<file path="config.mk">
export PLATFORM = sky130hd
export DESIGN_NAME = fetch_ctrl
export DESIGN_NICKNAME = d
export VERILOG_FILES = /design/src/rtl/fetch_ctrl.sv
export SDC_FILE = /design/constraint.sdc
export NUM_CORES = 1
export LEC_CHECK = 0
export BUFFER_PORTS_ARGS = -buffer_cell sky130_fd_sc_hd__clkbuf_2
export CELL_PAD_IN_SITES_DETAIL_PLACEMENT = 0
export CELL_PAD_IN_SITES_GLOBAL_PLACEMENT = 1
export CORE_MARGIN = 2
export CORE_UTILIZATION = 38
export CTS_CLUSTER_DIAMETER = 200
export DETAILED_ROUTE_END_ITERATION = 8
export GPL_ROUTABILITY_DRIVEN = 0
export PLACE_DENSITY_LB_ADDON = 0.1
export SLEW_MARGIN = 25
export SYNTH_ARGS = -nofsm -noshare
export SYNTH_HDL_FRONTEND = slang
export SYNTH_SLANG_ARGS = --single-unit
</file>
<file path="constraint.sdc">
create_clock -name clk_i -period 2.65 [get_ports clk_i]
set_input_delay 0.53 -clock clk_i [delete_from_list [all_inputs] [get_ports clk_i]]
set_output_delay 0.53 -clock clk_i [all_outputs]
set_load 0.1 [all_outputs]
</file>
<file path="src/rtl/fetch_ctrl.sv">
// fetch_ctrl: instruction fetch controller sitting between the PC register,
// the instruction memory and the IF/ID register.
//  - Issues one instruction-memory request at a time at address pc_i and
//    holds it stable until imem_ready_i.
//  - Steps the PC by 4 on each completed fetch, or redirects it on branch_i.
//  - A one-entry skid buffer absorbs a returning word while IF/ID is stalled.
//  - A branch that arrives mid-request parks in SQUASH until the stale word
//    returns, then redirects the PC to the latched target.
// Optional feature: define FETCH_TIMEOUT_EN to add an 8-bit fetch-timeout
// counter that raises a sticky err_o. Without it, err_o is tied to 0.
module fetch_ctrl (
    input  logic        clk_i,
    input  logic        rst_i,
    input  logic        start_i,
    input  logic [31:0] pc_i,
    output logic        pc_write_o,
    output logic [31:0] pc_next_o,
    output logic        imem_req_o,
    output logic [31:0] imem_addr_o,
    input  logic        imem_ready_i,
    input  logic [31:0] imem_rdata_i,
    output logic [31:0] inst_o,
    output logic        inst_valid_o,
    input  logic        stall_i,
    input  logic        branch_i,
    input  logic [31:0] branch_target_i,
    output logic        flush_o,
    output logic        err_o
);

    typedef enum logic [1:0] {
        IDLE   = 2'd0,
        FETCH  = 2'd1,
        SQUASH = 2'd2
    } state_t;

    state_t      state_q, state_d;
    logic        req_d;
    logic [31:0] skid_q;
    logic        skid_valid_q;
    logic [31:0] target_q;

    // Outstanding request completes this cycle.
    logic done;
    // IF/ID takes inst_o at the coming edge.
    logic consume;
    // Returned word is kept (sequential fetch, no redirect).
    logic accept;
    // Fetch-timeout fires at the coming edge.
    logic timeout;

    assign done        = imem_req_o & imem_ready_i;
    assign consume     = inst_valid_o & ~stall_i;
    assign imem_addr_o = pc_i;
    assign flush_o     = branch_i;

`ifdef FETCH_TIMEOUT_EN
    logic [7:0] tmo_cnt_q;
    logic       err_q;

    // The 255th waiting cycle is the one where the counter sits at 254.
    assign timeout = imem_req_o & ~imem_ready_i & (tmo_cnt_q == 8'd254);
    assign err_o   = err_q;

    // Count cycles spent waiting on memory; a completed request restarts it.
    always_ff @(posedge clk_i or negedge rst_i) begin
        if (!rst_i) begin
            tmo_cnt_q <= 8'd0;
            err_q     <= 1'b0;
        end else begin
            if (done) begin
                tmo_cnt_q <= 8'd0;
            end else if (imem_req_o) begin
                tmo_cnt_q <= tmo_cnt_q + 8'd1;
            end
            if (timeout) begin
                err_q <= 1'b1;
            end
        end
    end
`else
    assign timeout = 1'b0;
    assign err_o   = 1'b0;
`endif

    // Control state, request flag and latched branch target.
    always_ff @(posedge clk_i or negedge rst_i) begin
        if (!rst_i) begin
            state_q    <= IDLE;
            imem_req_o <= 1'b0;
            target_q   <= 32'h0;
        end else begin
            // NOTE: state registers use non-blocking assignments so every
            // flop samples pre-edge values regardless of statement order.
            state_q    <= state_d;
            imem_req_o <= req_d;
            if (branch_i) begin
                target_q <= branch_target_i;
            end
        end
    end

    // Next state, request issue and PC update.
    always_comb begin
        // NOTE: every output of this block gets a default first, so no path
        // leaves one unassigned and no latch is inferred.
        state_d    = state_q;
        req_d      = imem_req_o;
        pc_write_o = 1'b0;
        pc_next_o  = pc_i + 32'd4;
        accept     = 1'b0;

        case (state_q)
            IDLE: begin
                if (branch_i) begin
                    pc_write_o = 1'b1;
                    pc_next_o  = branch_target_i;
                end
                if (start_i && !err_o) begin
                    state_d = FETCH;
                end
            end

            FETCH: begin
                if (done) begin
                    req_d      = 1'b0;
                    pc_write_o = 1'b1;
                    if (branch_i) begin
                        pc_next_o = branch_target_i;
                    end else begin
                        accept = 1'b1;
                    end
                    if (!start_i) begin
                        state_d = IDLE;
                    end
                end else if (imem_req_o) begin
                    // Stale word still in flight: wait for it in SQUASH.
                    if (branch_i) begin
                        state_d = SQUASH;
                    end
                end else begin
                    if (branch_i) begin
                        pc_write_o = 1'b1;
                        pc_next_o  = branch_target_i;
                    end
                    if (!start_i) begin
                        state_d = IDLE;
                    end else if (!skid_valid_q) begin
                        req_d = 1'b1;
                    end
                end
            end

            SQUASH: begin
                if (done) begin
                    req_d      = 1'b0;
                    pc_write_o = 1'b1;
                    pc_next_o  = branch_i ? branch_target_i : target_q;
                    state_d    = FETCH;
                end
            end

            default: begin
                state_d = IDLE;
                req_d   = 1'b0;
            end
        endcase

        if (timeout) begin
            req_d   = 1'b0;
            state_d = IDLE;
        end
    end

    // IF/ID register and skid buffer.
    always_ff @(posedge clk_i or negedge rst_i) begin
        if (!rst_i) begin
            inst_o       <= 32'h0;
            inst_valid_o <= 1'b0;
            skid_q       <= 32'h0;
            skid_valid_q <= 1'b0;
        end else if (branch_i) begin
            inst_valid_o <= 1'b0;
            skid_valid_q <= 1'b0;
        end else if (consume) begin
            if (skid_valid_q) begin
                inst_o       <= skid_q;
                skid_valid_q <= accept;
                if (accept) begin
                    skid_q <= imem_rdata_i;
                end
            end else if (accept) begin
                inst_o <= imem_rdata_i;
            end else begin
                inst_valid_o <= 1'b0;
            end
        end else if (accept) begin
            if (!inst_valid_o) begin
                inst_o       <= imem_rdata_i;
                inst_valid_o <= 1'b1;
            end else begin
                skid_q       <= imem_rdata_i;
                skid_valid_q <= 1'b1;
            end
        end
    end

endmodule

</file>
==> summary.txt, run 1 <==
Clock tree
  • Worst-Skew Late Latency: roughly 0.34 ns
  • Clk sinks: between 100 and 150
  • Clk root buf: clkbuf_16
  • CTS Hold Bufs: 0
  • CTS clk-pin slew, worst paths: around 0.070 ns
  • CTS tree: built
  • CTS Buf Count: 9
  • H-tree levels: 3
  • Longest Clk Path Bufs: 2

Pwr
  • Leak: roughly 4.2 nW
  • Peak supply drop: roughly 0.54 mV
  • Pwr Total: about 0.01 W
  • Pwr Density: approximately 1100 nW/um^2

Floorplan
  • Starting Density: around 39%
  • Die area: around 17000 sq um
  • Die Height: 130.8 um
  • DIE WIDTH: ~130 um
  • I/O pin count: 203
  • Row Count: 46
  • Core ar.: 15770 sq um

Synth
  • Compound-cell area share of the yosys netlist: between 10% and 20%
  • Largest family of logic cells by synthesized area: compound AO/OA/AOI/OAI gates
  • Syn nets: 730
  • Ys Warns: 0
  • Ys flop type: dfrtp_1
  • Syn Std Cell Area: ~6100 sq um
  • Xor-xnor portion of the synthesized cell area: a little under 4%
  • Synth Instances: 627
  • Mean area per synthesized cell: approximately 10 sq um
  • #FFs+latches synth: between 100 and 150
  • EDFF count, synth: 0
  • Post-synthesis async set-or-reset flop share: 100.0%
  • Adder-cell area share of the yosys netlist: less than 1%
  • Post-synthesis mux area share: ~16%
  • Distinct cells, synth: 52
  • Sequential-to-total area share from yosys stat: 41.39%
  • Simple-Gate Fraction of Synth Area: between 10 and 15%

Outcome
  • Status: finished, final reports clean

Global route
  • First-pass GRT wire length: 27170 um
  • Vias in the first global route: ~5.4k
  • Initial antenna violation count: 1
  • Gr ovfl total: 0
  • Total track usage: 20.43%
  • Largest net degree at the start of global routing: 53

Timing
  • RSZ-0062 raised after global routing: yes
  • Setup-failing EPs final: 0
  • Final Cycle Share: a little over nine tenths
  • Clock Skew: between 0.008 and 0.009 ns
  • Achievable clock frequency: approximately 380 MHz
  • Post-Route Setup TNS: 0 ns
  • Period minus WS final: ~2.6 ns
  • Fin. Hold Viols: 0
  • Slew Limit Fails: 0
  • Slew HR: about three fifths
  • Least-Margin Pin Slew: roughly 0.58 ns

Setup path
  • CP Max Fanout: 7
  • CP Class: reg -> out
  • R2R depth: 8
  • Worst setup SP type: flip-flop
  • Worst Path Arrival: between 2 and 2.5 ns
  • Crit. End Element: output port
  • Req. time, crit path: between 2 and 2.5 ns

Place
  • Port bufs: approximately 200
  • Hpwl dp: approximately 13000 um

Detailed routing
  • DRT antenna net count: 0
  • Iter 0 DRT Violations: ~250
  • DR vias: around 5.5k
  • Routed len/inst: 16.66 um
  • Drt drc: 0
  • First-pass DRT Iterations: 5
  • Detailed Route WL: between 15000 and 20000 um
  • Vias per inst: ~5.2

Finish
  • Ant diodes: 0
  • Share of cells above drive strength 1: approximately half
  • Area Growth Syn to Fin: 44.75%
  • Final nets: between 900 and 1k

Worst hold path
  • Min-delay worst type: in -> async

Run
  • Number of max-cap violations: 0
## metrics by stage
stage	worst slack, ns	std cells	hold slack [ns]	utilization (%)	instance area (sq um)
final	0.03023	1053	0.1076	56.05	8838
after global routing	-0.002421	1053	0.1308	56.05	8838
after CTS	-0.04345	1047	0.1104	54.67	8622
after detailed placement	-0.05386	1030	0.4875	52.29	8247
after global placement	-0.04652	1030	0.4811	52.29	8247
after floorplan	0.0005833	627	0.2344	-	6456
## repair_timing
action,4_1_cts,5_1_grt
pin swaps,0,12
resized for setup,13,37
endpoints found under the setup margin,23,25
endpoints found under the hold margin,0,0
setup buffers,1,6
gates cloned,0,1
## cell type report
type | instances | area, sq um
clock buffer | 10 | 239.0
sequential | 101 | 2534
clock inverter | 6 | 76.32
fill | 1447 | 6932
tap | 216 | 270.3
timing repair buffer | 263 | 2083
multi-input combinational | 451 | 3613
inverter | 6 | 22.52
## cell families after synthesis
group / count (synthesis)
other: 1
adders and majority gates: 1
muxes: 89
xor gates and xnor gates: 27
buffers and inverters: 75
and+or+nand+nor: 184
DFF: 101
AOI/OAI and AO/OA: 149
## metal layers
layer / track usage [%] / wire length, um
met3: 3.298 / 950
met2: 34.99 / 8588
met5: 0 / 0
met4: 7.009 / 277
met1: 26.33 / 7730
## registers in the layout (all words and copies together), names as in the netlist
signal / count
inst_o: 32
state_q: 2
skid_q: 32
skid_valid_q: 1
target_q: 32
inst_valid_o: 1
imem_req_o: 1
## Yosys cell counts, drive strengths merged, types with 3 or more instances
library cell	count	share of area, %
clkbuf	12	0.74
and3	5	0.51
inv	4	0.25
xnor2	16	2.3
o22ai	5	0.51
a21o	9	1.1
o221ai	8	1.1
and2	6	0.61
a22oi	6	0.74
nand2	50	3.2
a31oi	6	0.61
xor2	11	1.6
nor3	6	0.66
buf	57	6.7
nand3	22	1.8
nand2b	8	0.82
nor4	3	0.66
mux2	56	10
mux2i	33	5.4
nor2	66	4.1
o21ai	38	3.1
nor2b	4	0.41
a21oi	61	6.7
nand4	10	1.1
o21a	4	0.49
dfrtp	101	41
## worst paths after layout
path	from	end	slack [ns]
max	state_q[0]	pc_next_o[2]	0.03
min reg2reg	target_q[6]	target_q[6]	0.50
min	rst_i	inst_o[22]	0.11
min in group clk_i	branch_target_i[17]	target_q[17]	0.41
max in group asynchronous	rst_i	imem_req_o	1.80
max reg2reg	state_q[1]	skid_q[17]	0.47
## power breakdown
group,internal (W),switching (W),total (W)
logic,0.00173,0.00463,0.00636
registers,0.00194,0.000221,0.00216
clock network,0.000776,0.000613,0.00139
total,0.00445,0.00547,0.00992
## worst max-delay path, stage by stage (launching register included)
cell and delay, ns:
dfrtp_2 0.46, buf_4 0.19, o21ai_1 0.41, a31oi_1 0.24
o21ai_4 0.25, buf_12 0.20
## cell usage in the layout (no fill, tap or decap), types with 19 or more instances in the layout
master,synthesis,routed
a21oi_1,33,29
a21oi_2,28,30
buf_12,0,37
buf_4,38,55
clkbuf_2,0,162
dfrtp_1,101,98
mux2_2,56,56
mux2i_1,33,33
nand2_1,49,42
nand3_1,22,19
nor2_1,66,66
o21ai_0,36,23
No activity file was read; power rests on OpenSTA's default activity.
==> run 2: changes to the inputs <==
RECOVER_POWER = 100   (was unset)
==> run 2 against run 1 <==
The flow now finishes with violations (max-capacitance violations, max-slew violations). Global-route usage unchanged. Non-clock buffer count is the same. Flip-flop and latch count unchanged. Largest cell class unchanged.
==> summary.txt, run 2 (same netlist as run 1, synthesis figures left out) <==
Detailed routing
  • Vias per inst: 5.167 (was 5.181)
  • Drt drc: 0 (unchanged)
  • DRT antenna net count: 0 (unchanged)
  • Detailed Route WL: 17590 um (was 17550 um)
  • Routed len/inst: 16.71 um (was 16.66 um)
  • First-pass DRT Iterations: 5 (unchanged)
  • DR vias: 5441 (was 5456)
  • Iter 0 DRT Violations: 233 (was 247)

Timing
  • Clock Skew: 0.008334 ns (was 0.008686 ns)
  • Final Cycle Share: 98.55% (was 98.86%)
  • Slew Limit Fails: 31 (was 0)
  • Achievable clock frequency: 382.9 MHz (was 381.7 MHz)
  • RSZ-0062 raised after global routing: yes (unchanged)
  • WHS: 0.4123 ns (was 0.1076 ns)
  • Fin. Hold Viols: 0 (unchanged)
  • Period minus WS final: 2.612 ns (was 2.620 ns)
  • Slew HR: -5.389% (was 61.66%)
  • Least-Margin Pin Slew: 1.581 ns (was 0.5776 ns)
  • Setup-failing EPs final: 0 (unchanged)

Global route
  • Total track usage: 20.43% (unchanged)
  • First-pass GRT wire length: 27170 um (unchanged)
  • Vias in the first global route: 5393 (unchanged)
  • Initial antenna violation count: 1 (unchanged)
  • Gr ovfl total: 0 (unchanged)
  • Largest net degree at the start of global routing: 53 (unchanged)

Finish
  • Area Growth Syn to Fin: 40.43% (was 44.75%)
  • Ant diodes: 0 (unchanged)
  • Most frequent cells in the layout: clkbuf_2 (99), dfrtp_1 (98), clkbuf_1 (68) (was clkbuf_2 (162), dfrtp_1 (98), nor2_1 (66))
  • Post-Layout Inst Area: 8574 sq um (was 8838 sq um)
  • Regs by FF count: inst_o: 32 flops, skid_q: 32 flops, target_q: 32 flops (unchanged)
  • Final nets: 935 (unchanged)
  • Share of cells above drive strength 1: 42.29% (was 51.49%)
  • # fillers: 1503 (was 1447)
  • Sequential cell area: 2534 sq um (unchanged)
  • Util after Layout: 54.37% (was 56.05%)
  • Multi-input logic area: 3575 sq um (was 3613 sq um)
  • Commonest non-fill, non-tap cell in the layout: clkbuf_2 (unchanged)

Setup path
  • Slowest cell on the critical path: dfrtp_2 (unchanged)
  • WP buf/inv: 2 (unchanged)
  • CP Max Fanout: 7 (unchanged)
  • FF-to-FF Start: state_q[1] (unchanged)
  • Max incr delay on CP: 0.46 ns (about the same)
  • RR Endpoint: skid_q[17] (unchanged)
  • Crit. End Element: output port (unchanged)
  • CP Class: reg -> out (unchanged)
  • Worst Path Arrival: 2.08 ns (was 2.09 ns)
  • R2R depth: 8 (unchanged)
  • Req. time, crit path: 2.12 ns (about the same)
  • CP delay by family, top: compound AO/OA/AOI/OAI gates (unchanged)
  • Crit path cell chain: buf_4, o21ai_1, a31oi_1, o21ai_4, buf_8 (was buf_4, o21ai_1, a31oi_1, o21ai_4, buf_12)
  • Worst setup SP type: flip-flop (unchanged)
  • R2R Setup Slk: 0.20 ns (was 0.47 ns)

Pwr
  • Peak supply drop: 0.5250 mV (was 0.5410 mV)
  • Flop pwr share: 22.4% (was 21.8%)
  • Pwr Total: 0.009671 W (was 0.009917 W)
  • Net Switching: 0.005434 W (was 0.005467 W)
  • Cell-internal power: 0.004237 W (was 0.004450 W)
  • Clock network power share: 14.4% (was 14.0%)
  • Sw Ratio: 56.19% (was 55.13%)
  • Leak: 3.941 nW (was 4.206 nW)
  • Pwr Density: 1128 nW/um^2 (was 1122 nW/um^2)
  • Comb power frac: 63.3% (was 64.2%)

Place
  • Placed Area: 8247 sq um (unchanged)
  • Port bufs: 201 (unchanged)
  • Hpwl dp: 13190 um (unchanged)

Clock tree
  • H-tree levels: 3 (unchanged)
  • CTS clk-pin slew, worst paths: 0.07 ns (about the same)
  • CTS tree: built (unchanged)
  • Clk root buf: clkbuf_16 (unchanged)
  • Worst-Skew Late Latency: 0.34 ns (about the same)
  • CTS Buf Count: 9 (unchanged)
  • Longest Clk Path Bufs: 2 (unchanged)
  • Clk sinks: 101 (unchanged)

Floorplan
  • Starting Density: 38.72% (unchanged)
  • Die area: 17100 sq um (unchanged)
  • Die Height: 130.8 um (unchanged)
  • Row Count: 46 (unchanged)
  • I/O pin count: 203 (unchanged)
  • DIE WIDTH: 130.8 um (unchanged)
  • Core ar.: 15770 sq um (unchanged)

Outcome
  • Status: finished with violations (was finished, final reports clean)
  • Failing checks: max-capacitance violations, max-slew violations

Run
  • Number of max-cap violations: 1 (was 0)

Worst hold path
  • Hold wc startpoint: branch_target_i[15]
  • Hold Path Sink: target_q[15]
  • Min-delay worst type: in -> reg (was in -> async)
  • Hold Path Depth: 3
==> run 2: cell count changes in the layout (fill, tap and decap cells not counted), sizes merged <==
cell,change
buf,-8
clkbuf,+8
==> run 2: metrics by stage <==
stage          instances  worst slack [ns]  setup TNS (ns)
2_1_floorplan        627         0.0005833               0
3_3_place_gp        1030          -0.04652        -0.05287
3_5_place_dp        1030          -0.05386        -0.05692
4_1_cts             1047          -0.04345        -0.04345
5_1_grt             1053         -0.007744        -0.01188
6_report            1053           0.03844               0
==> run 2: layout make-up <==
| cell class | count | area share (%) |
|---|---|---|
| Clock inverter | 6 | 0.8901 |
| Sequential cell | 101 | 29.55 |
| Tap cell | 216 | 3.152 |
| Clock buffer | 10 | 2.787 |
| Inverter | 6 | 0.2627 |
| Multi-Input combinational cell | 451 | 41.69 |
| Timing Repair Buffer | 263 | 21.67 |
==> run 2: layer usage <==
layer  track usage [%]  up-vias  part of all wire (%)
met5                 0        -                     0
met4             7.009        0                   1.8
met3             3.298       22                   5.7
met2             34.99      183                    49
met1             26.33     2627                    44
li1                  -     2609                     -
==> run 2: power groups by stage <==
stage | combinational [W] | clock [W] | sequential (W)
after global routing | 0.00637 | 0.00149 | 0.00222
after global placement | 0.00616 | 0 | 0.00218
after detailed placement | 0.00620 | 0 | 0.00221
final | 0.00612 | 0.00139 | 0.00216
after CTS | 0.00624 | 0.00144 | 0.00218
after floorplan | 0.00279 | 0 | 0.00402
==> run 2: worst max path at each step <==
stage                     cells after the start  slack (ns)            end    startpoint
after floorplan                               5      0.0006  pc_next_o[28]       pc_i[9]
after global placement                        6       -0.05  pc_next_o[26]      branch_i
after detailed placement                      6       -0.05  pc_next_o[26]  imem_ready_i
after CTS                                     5       -0.04  pc_next_o[26]    imem_req_o
after global routing                          8      -0.008  pc_next_o[12]    imem_req_o
final                                         5        0.04   pc_next_o[2]    state_q[0]
==> run 2: what timing repair did <==
| item | CTS | global route |
|---|---|---|
| resized for setup | 13 | 37 |
| hold buffers | 0 | 0 |
| setup buffers | 1 | 6 |
| gates cloned | 0 | 1 |
| pin swaps | 0 | 12 |
| endpoints found under the setup margin | 23 | 25 |
==> run 2: worst register-to-register path: stages (launching register included) <==
cell      delay (ns)
dfrtp_2         0.44
clkbuf_4        0.15
buf_4           0.18
nor2b_1         0.15
clkbuf_1        0.13
nand2_1         0.15
nor3_4          0.20
buf_2           0.51
mux2_2          0.42
